==> src/rtl/regfile_pkg.sv <==
// Shared types and default sizing for the multi-port register file.
package regfile_pkg;
  typedef enum logic {RF_IDLE = 1'b0, RF_CLEAR = 1'b1} rf_state_t;

  localparam int DEF_XLEN     = 32;
  localparam int DEF_NREGS    = 32;
  localparam int DEF_NREAD    = 2;
  localparam int DEF_NWRITE   = 2;
  localparam int DEF_ZERO_REG = 1;
endpackage

==> src/rtl/regfile_scoreboard.sv <==
// Pending-write scoreboard: one bit per register, set by decode, cleared by writeback.
// A set and a write to the same register in one cycle leaves the bit set.
module regfile_scoreboard import regfile_pkg::*; #(
  parameter int NREGS    = DEF_NREGS,
  parameter int NREAD    = DEF_NREAD,
  parameter int NWRITE   = DEF_NWRITE,
  parameter int ZERO_REG = DEF_ZERO_REG,
  localparam int AW      = $clog2(NREGS)
) (
  input  logic                  i_clk,
  input  logic                  i_rst,
  input  logic                  i_clr_all,
  input  logic [NWRITE-1:0]     i_wr_eff,
  input  logic [NWRITE*AW-1:0]  i_wr_addr,
  input  logic                  i_set_en,
  input  logic [AW-1:0]         i_set_addr,
  input  logic [NREAD*AW-1:0]   i_rd_addr,
  output logic [NREAD-1:0]      o_rd_pending
);
  logic [NREGS-1:0] r_pend;
  logic [NREAD-1:0] w_rd_hit;
  logic             w_set_eff;

  assign w_set_eff = i_set_en && !((ZERO_REG != 0) && (i_set_addr == '0));

  always_ff @(posedge i_clk or posedge i_rst) begin
    if (i_rst) begin
      r_pend <= '0;
    end else if (i_clr_all) begin
      r_pend <= '0;
    end else begin
      for (int j = 0; j < NWRITE; j++) begin
        if (i_wr_eff[j]) r_pend[i_wr_addr[j*AW +: AW]] <= 1'b0;
      end
      if (w_set_eff) r_pend[i_set_addr] <= 1'b1;
    end
  end

  // A write landing this cycle resolves the hazard before the bit clears.
  always_comb begin
    w_rd_hit = '0;
    for (int i = 0; i < NREAD; i++) begin
      for (int j = 0; j < NWRITE; j++) begin
        if (i_wr_eff[j] && (i_wr_addr[j*AW +: AW] == i_rd_addr[i*AW +: AW])) w_rd_hit[i] = 1'b1;
      end
    end
  end

  always_comb begin
    o_rd_pending = '0;
    for (int i = 0; i < NREAD; i++) begin
      o_rd_pending[i] = r_pend[i_rd_addr[i*AW +: AW]] && !w_rd_hit[i];
    end
  end
endmodule

==> src/rtl/regfile_mp.sv <==
// Parametrised multi-port register file with write-first bypass, write priority,
// conflict flag, pending scoreboard and a sequential clear sweep after reset/request.
module regfile_mp import regfile_pkg::*; #(
  parameter int XLEN     = DEF_XLEN,
  parameter int NREGS    = DEF_NREGS,
  parameter int NREAD    = DEF_NREAD,
  parameter int NWRITE   = DEF_NWRITE,
  parameter int ZERO_REG = DEF_ZERO_REG,
  localparam int AW      = $clog2(NREGS)
) (
  input  logic                   i_clk,
  input  logic                   i_rst,
  input  logic [NREAD*AW-1:0]    i_rd_addr,
  output logic [NREAD*XLEN-1:0]  o_rd_data,
  output logic [NREAD-1:0]       o_rd_pending,
  input  logic [NWRITE-1:0]      i_wr_en,
  input  logic [NWRITE*AW-1:0]   i_wr_addr,
  input  logic [NWRITE*XLEN-1:0] i_wr_data,
  input  logic                   i_pend_set_en,
  input  logic [AW-1:0]          i_pend_set_addr,
  input  logic                   i_clr_req,
  output logic                   o_busy,
  output logic                   o_err_conflict
);
  rf_state_t         r_state;
  logic [AW-1:0]     r_clr_idx;
  logic [XLEN-1:0]   r_regs [NREGS];
  logic              r_err_conflict;
  logic              w_idle;
  logic              w_clr_all;
  logic              w_conflict;
  logic [NWRITE-1:0] w_wr_eff;

  assign w_idle         = (r_state == RF_IDLE);
  assign w_clr_all      = !w_idle || i_clr_req;
  assign o_busy         = !w_idle;
  assign o_err_conflict = r_err_conflict;

  always_comb begin
    w_wr_eff = '0;
    for (int j = 0; j < NWRITE; j++) begin
      w_wr_eff[j] = w_idle && i_wr_en[j] && !((ZERO_REG != 0) && (i_wr_addr[j*AW +: AW] == '0));
    end
  end

  always_comb begin
    w_conflict = 1'b0;
    for (int j = 0; j < NWRITE; j++) begin
      for (int k = j + 1; k < NWRITE; k++) begin
        if (w_wr_eff[j] && w_wr_eff[k] && (i_wr_addr[j*AW +: AW] == i_wr_addr[k*AW +: AW]))
          w_conflict = 1'b1;
      end
    end
  end

  always_ff @(posedge i_clk or posedge i_rst) begin
    if (i_rst) begin
      r_state        <= RF_CLEAR;
      r_clr_idx      <= '0;
      r_err_conflict <= 1'b0;
    end else begin
      r_err_conflict <= w_conflict;
      case (r_state)
        RF_CLEAR: begin
          if (r_clr_idx == AW'(NREGS - 1)) begin
            r_state   <= RF_IDLE;
            r_clr_idx <= '0;
          end else begin
            r_clr_idx <= r_clr_idx + 1'b1;
          end
        end
        default: begin
          if (i_clr_req) begin
            r_state   <= RF_CLEAR;
            r_clr_idx <= '0;
          end
        end
      endcase
    end
  end

  // Storage has no reset; the sweep zeroes it. Later ports overwrite earlier ones.
  always_ff @(posedge i_clk) begin
    if (r_state == RF_CLEAR) begin
      r_regs[r_clr_idx] <= '0;
    end else begin
      for (int j = 0; j < NWRITE; j++) begin
        if (w_wr_eff[j]) r_regs[i_wr_addr[j*AW +: AW]] <= i_wr_data[j*XLEN +: XLEN];
      end
    end
  end

  always_comb begin
    o_rd_data = '0;
    for (int i = 0; i < NREAD; i++) begin
      o_rd_data[i*XLEN +: XLEN] = r_regs[i_rd_addr[i*AW +: AW]];
      for (int j = 0; j < NWRITE; j++) begin
        if (w_wr_eff[j] && (i_wr_addr[j*AW +: AW] == i_rd_addr[i*AW +: AW]))
          o_rd_data[i*XLEN +: XLEN] = i_wr_data[j*XLEN +: XLEN];
      end
      if (((ZERO_REG != 0) && (i_rd_addr[i*AW +: AW] == '0)) || !w_idle)
        o_rd_data[i*XLEN +: XLEN] = '0;
    end
  end

  regfile_scoreboard #(
    .NREGS    (NREGS),
    .NREAD    (NREAD),
    .NWRITE   (NWRITE),
    .ZERO_REG (ZERO_REG)
  ) u_scoreboard (
    .i_clk        (i_clk),
    .i_rst        (i_rst),
    .i_clr_all    (w_clr_all),
    .i_wr_eff     (w_wr_eff),
    .i_wr_addr    (i_wr_addr),
    .i_set_en     (i_pend_set_en),
    .i_set_addr   (i_pend_set_addr),
    .i_rd_addr    (i_rd_addr),
    .o_rd_pending (o_rd_pending)
  );
endmodule

==> config.mk <==
export PLATFORM = sky130hd
export DESIGN_NAME = regfile_mp
export DESIGN_NICKNAME = d
export VERILOG_FILES = /design/src/rtl/regfile_pkg.sv /design/src/rtl/regfile_scoreboard.sv /design/src/rtl/regfile_mp.sv
export SDC_FILE = /design/constraint.sdc
export NUM_CORES = 2
export LEC_CHECK = 0
export CORE_ASPECT_RATIO = 0.75
export CORE_UTILIZATION = 50
export DETAILED_ROUTE_END_ITERATION = 8
export PLACE_DENSITY_LB_ADDON = 0.3
export SYNTH_ARGS = -nofsm -noshare
export SYNTH_HDL_FRONTEND = slang
export SYNTH_SLANG_ARGS = --single-unit
==> constraint.sdc <==
create_clock -name i_clk -period 5.1 [get_ports i_clk]
set_input_delay 1.53 -clock i_clk [delete_from_list [all_inputs] [get_ports i_clk]]
set_output_delay 1.53 -clock i_clk [all_outputs]
set_load 0.005 [all_outputs]
==> impl_metrics.json <==
{
  "setup_viol": 42,
  "synth_edf_count": 1024,
  "die_w_um": 409,
  "clock_latency_ns": 0.74,
  "layout.nets": 6159,
  "finalCritPeriodShare": 1.03,
  "setup_ws_ns": -0.151,
  "yosysWarnings": 0,
  "fp.coreArea_um2": 123000,
  "hold_viol": 0,
  "port_buffers": 162,
  "instances_no_fill": 7792,
  "detail_route.wl_per_cell_um": 33.5,
  "slew_violations": 0,
  "fillers": 8809,
  "violations": "design-rule violations, negative setup slack",
  "final_cell_area_um2": 78600,
  "cap_viol_max_count": 0,
  "p_total_w": 0.0249,
  "ant_nets": 0,
  "gp_congestion": 0.974,
  "grt.total_usage": 0.404,
  "cp_max_fo": 6,
  "max_freq_mhz": 190,
  "cts_tree": "built",
  "drcViolationCount": 1,
  "clockBufferDepth": 3,
  "grt.overflow.total": 0,
  "skew_ns": 0.0197,
  "row_count": 111,
  "multiInputGateArea_um2": 30000,
  "die_area_um2": 125000,
  "cts_inserted_buffers": 108,
  "grt_max_degree": 66,
  "setup_tns_ns": -1.67,
  "root_buffer": "clkbuf_16",
  "cp-end-kind": "output port",
  "layout_commonest_cell": "nand2_1",
  "async_reset_ff_frac": 0.0367,
  "rsz0062_at_grt": "yes",
  "clkSlewWorstSetupHoldPaths_ns": 0.06,
  "dr_total_vias": 55100,
  "seq_area_um2": 31700,
  "ys_seq_area_frac": 0.512,
  "worst_pin_slew_ns": 1.13,
  "placed_cell_area_um2": 70200,
  "synthCells": 5655,
  "outcome": "finished, violations left",
  "avgSynthCellArea_um2": 11.0,
  "peakVddDrop_uv": 320,
  "ctsHtreeMaxLevel": 3,
  "maxSlewHeadroom": 0.247,
  "cellLeakagePower_nw": 27.4,
  "drt_iter0_drc": 10600,
  "drt_pass1_iterations": 9,
  "routed_wl_um": 261000,
  "area_growth_syn_to_layout_pct": 26.8,
  "grt_pass1_vias": 51700,
  "yosysUniqueCellTypes": 64,
  "start_util": 0.505,
  "num_io_pins": 163,
  "hp-class": "reg -> reg",
  "grt_first_pass_wirelength_um": 364000,
  "dieHeight_um": 307,
  "synth.ff_latch_count": 1063,
  "layout_min_cycle_time_ns": 5.25,
  "place_inst": 7378,
  "required_ns": 3.57,
  "netlist_area_um2": 62000,
  "dp_hpwl_um": 152000,
  "worstPathArrival_ns": 3.72,
  "syn-num-nets": 5752,
  "vias_per_cell": 7.07,
  "synth-main-ff-cell": "edfxtp_1",
  "drive_gt1_frac": 0.314,
  "cts.sinks": 1063,
  "startpoint_type": "primary input",
  "worstSetupPathType": "in -> out",
  "fin_util": 0.641,
  "power_density_nw_per_um2": 317,
  "antenna_found_initial": 3,
  "final_cell_mix": "nand2_1 (1319), o21ai_0 (1026), edfxtp_1 (1024)"
}
cell families (layout without fill, tap and decap cells):
family	count (synthesis)	in the layout	synth area share
muxes	618	618	0.189
buffers and inverters	739	1235	0.0495
adders and majority gates	2	2	0.000404
DFF	1063	1063	0.512
other	0	3	0
xor gates and xnor gates	27	27	0.00382
and+or+nand+nor	1698	1698	0.113
AOI/OAI and AO/OA	1508	1508	0.133
area by class of cell:
class	instances	area share
repair buffers	993	0.144
clock inverters	74	0.00680
clock buffers	125	0.0357
flip-flops and latches	1063	0.404
inverters	43	0.00212
well taps	1638	0.0261
multi-input cells	3853	0.381
diodes	3	0.0000955
registers in the layout, indices dropped and copies added (netlist names):
| register | cells |
|---|---|
| o_busy | 1 |
| o_err_conflict | 1 |
| r_clr_idx | 5 |
| r_regs | 1024 |
| u_scoreboard.r_pend | 32 |
synthesized netlist by cell type (5+ instances only):
cell	n	area, um2
o22ai_1	88	551
o21ai_0	1085	5430
or2_2	10	62.6
nor2_1	67	251
mux4_2	442	9950
nand2_1	1389	5210
dfrtp_1	38	951
nor4_2	7	87.6
clkbuf_1	479	1800
buf_1	47	176
o211ai_1	13	97.6
nor3_1	62	310
a21oi_1	147	736
nor3_2	7	70.1
nand3b_1	7	52.6
edfxtp_1	1024	30700
xor2_1	13	114
nand4_1	9	56.3
nor4_1	55	344
buf_2	127	636
o21ai_1	6	30.0
a22oi_1	75	563
nand2b_1	11	68.8
mux2i_1	176	1760
nor2b_1	17	106
clkbuf_2	23	115
nand3_1	31	155
xnor2_1	14	123
buf_4	11	82.6
buf_6	9	101
and2_1	5	31.3
and3_1	5	31.3
a221oi_1	70	613
inv_1	41	154
metal layers:
layer | share of wire | up-vias | global-route usage
li1 | - | 21900 | -
met1 | 0.33 | 26400 | 0.537
met4 | 0.080 | 6 | 0.259
met2 | 0.41 | 5518 | 0.566
met5 | 0.00044 | - | 0
met3 | 0.18 | 1188 | 0.139
critical path: stages:
cell,delay [ns]
buf_16,0.13
buf_12,0.12
buf_12,0.10
buf_12,0.10
buf_12,0.12
mux4_2,0.54
a22oi_2,0.21
nand2_2,0.13
nor4_4,0.31
buf_4,0.19
nor3_2,0.05
buf_2,0.17
through the flow:
stage,setup WS [ns],hold WS [ns]
3_3_place_gp,-1.17,0.503
3_5_place_dp,-1.22,0.518
4_1_cts,-0.232,0.537
2_1_floorplan,-0.609,0.475
5_1_grt,-0.178,0.563
6_report,-0.151,0.535
path summary, 6_finish.rpt:
| check | start | end | slack (ns) | cells past startpoint |
|---|---|---|---|---|
| max in group asynchronous | i_rst | u_scoreboard.r_pend[29] | 3.45 | 3 |
| max | i_rd_addr[0] | o_rd_data[8] | -0.15 | 12 |
| max reg2reg | o_busy | r_regs[29][9] | 0.45 | 23 |
| min in group asynchronous | i_rst | o_err_conflict | 1.24 | 3 |
| min | u_scoreboard.r_pend[0] | u_scoreboard.r_pend[0] | 0.54 | 1 |
| min reg2reg | u_scoreboard.r_pend[0] | u_scoreboard.r_pend[0] | 0.54 | 1 |
power breakdown:
| part | leakage (nW) | internal, W | switching [W] |
|---|---|---|---|
| registers | 10.1 | 0.0107 | 0.000451 |
| clock network | 1.66 | 0.00423 | 0.00361 |
| logic | 15.6 | 0.00232 | 0.00358 |
| total | 27.4 | 0.0173 | 0.00765 |
timing repair:
item,in CTS,in global routing
gates cloned,22,5
hold buffers,0,0
setup endpoints to repair,66,502
gates resized for setup,659,329
pin swaps,126,156
buffers inserted,147,82
No activity file was read; power rests on OpenSTA's default activity.
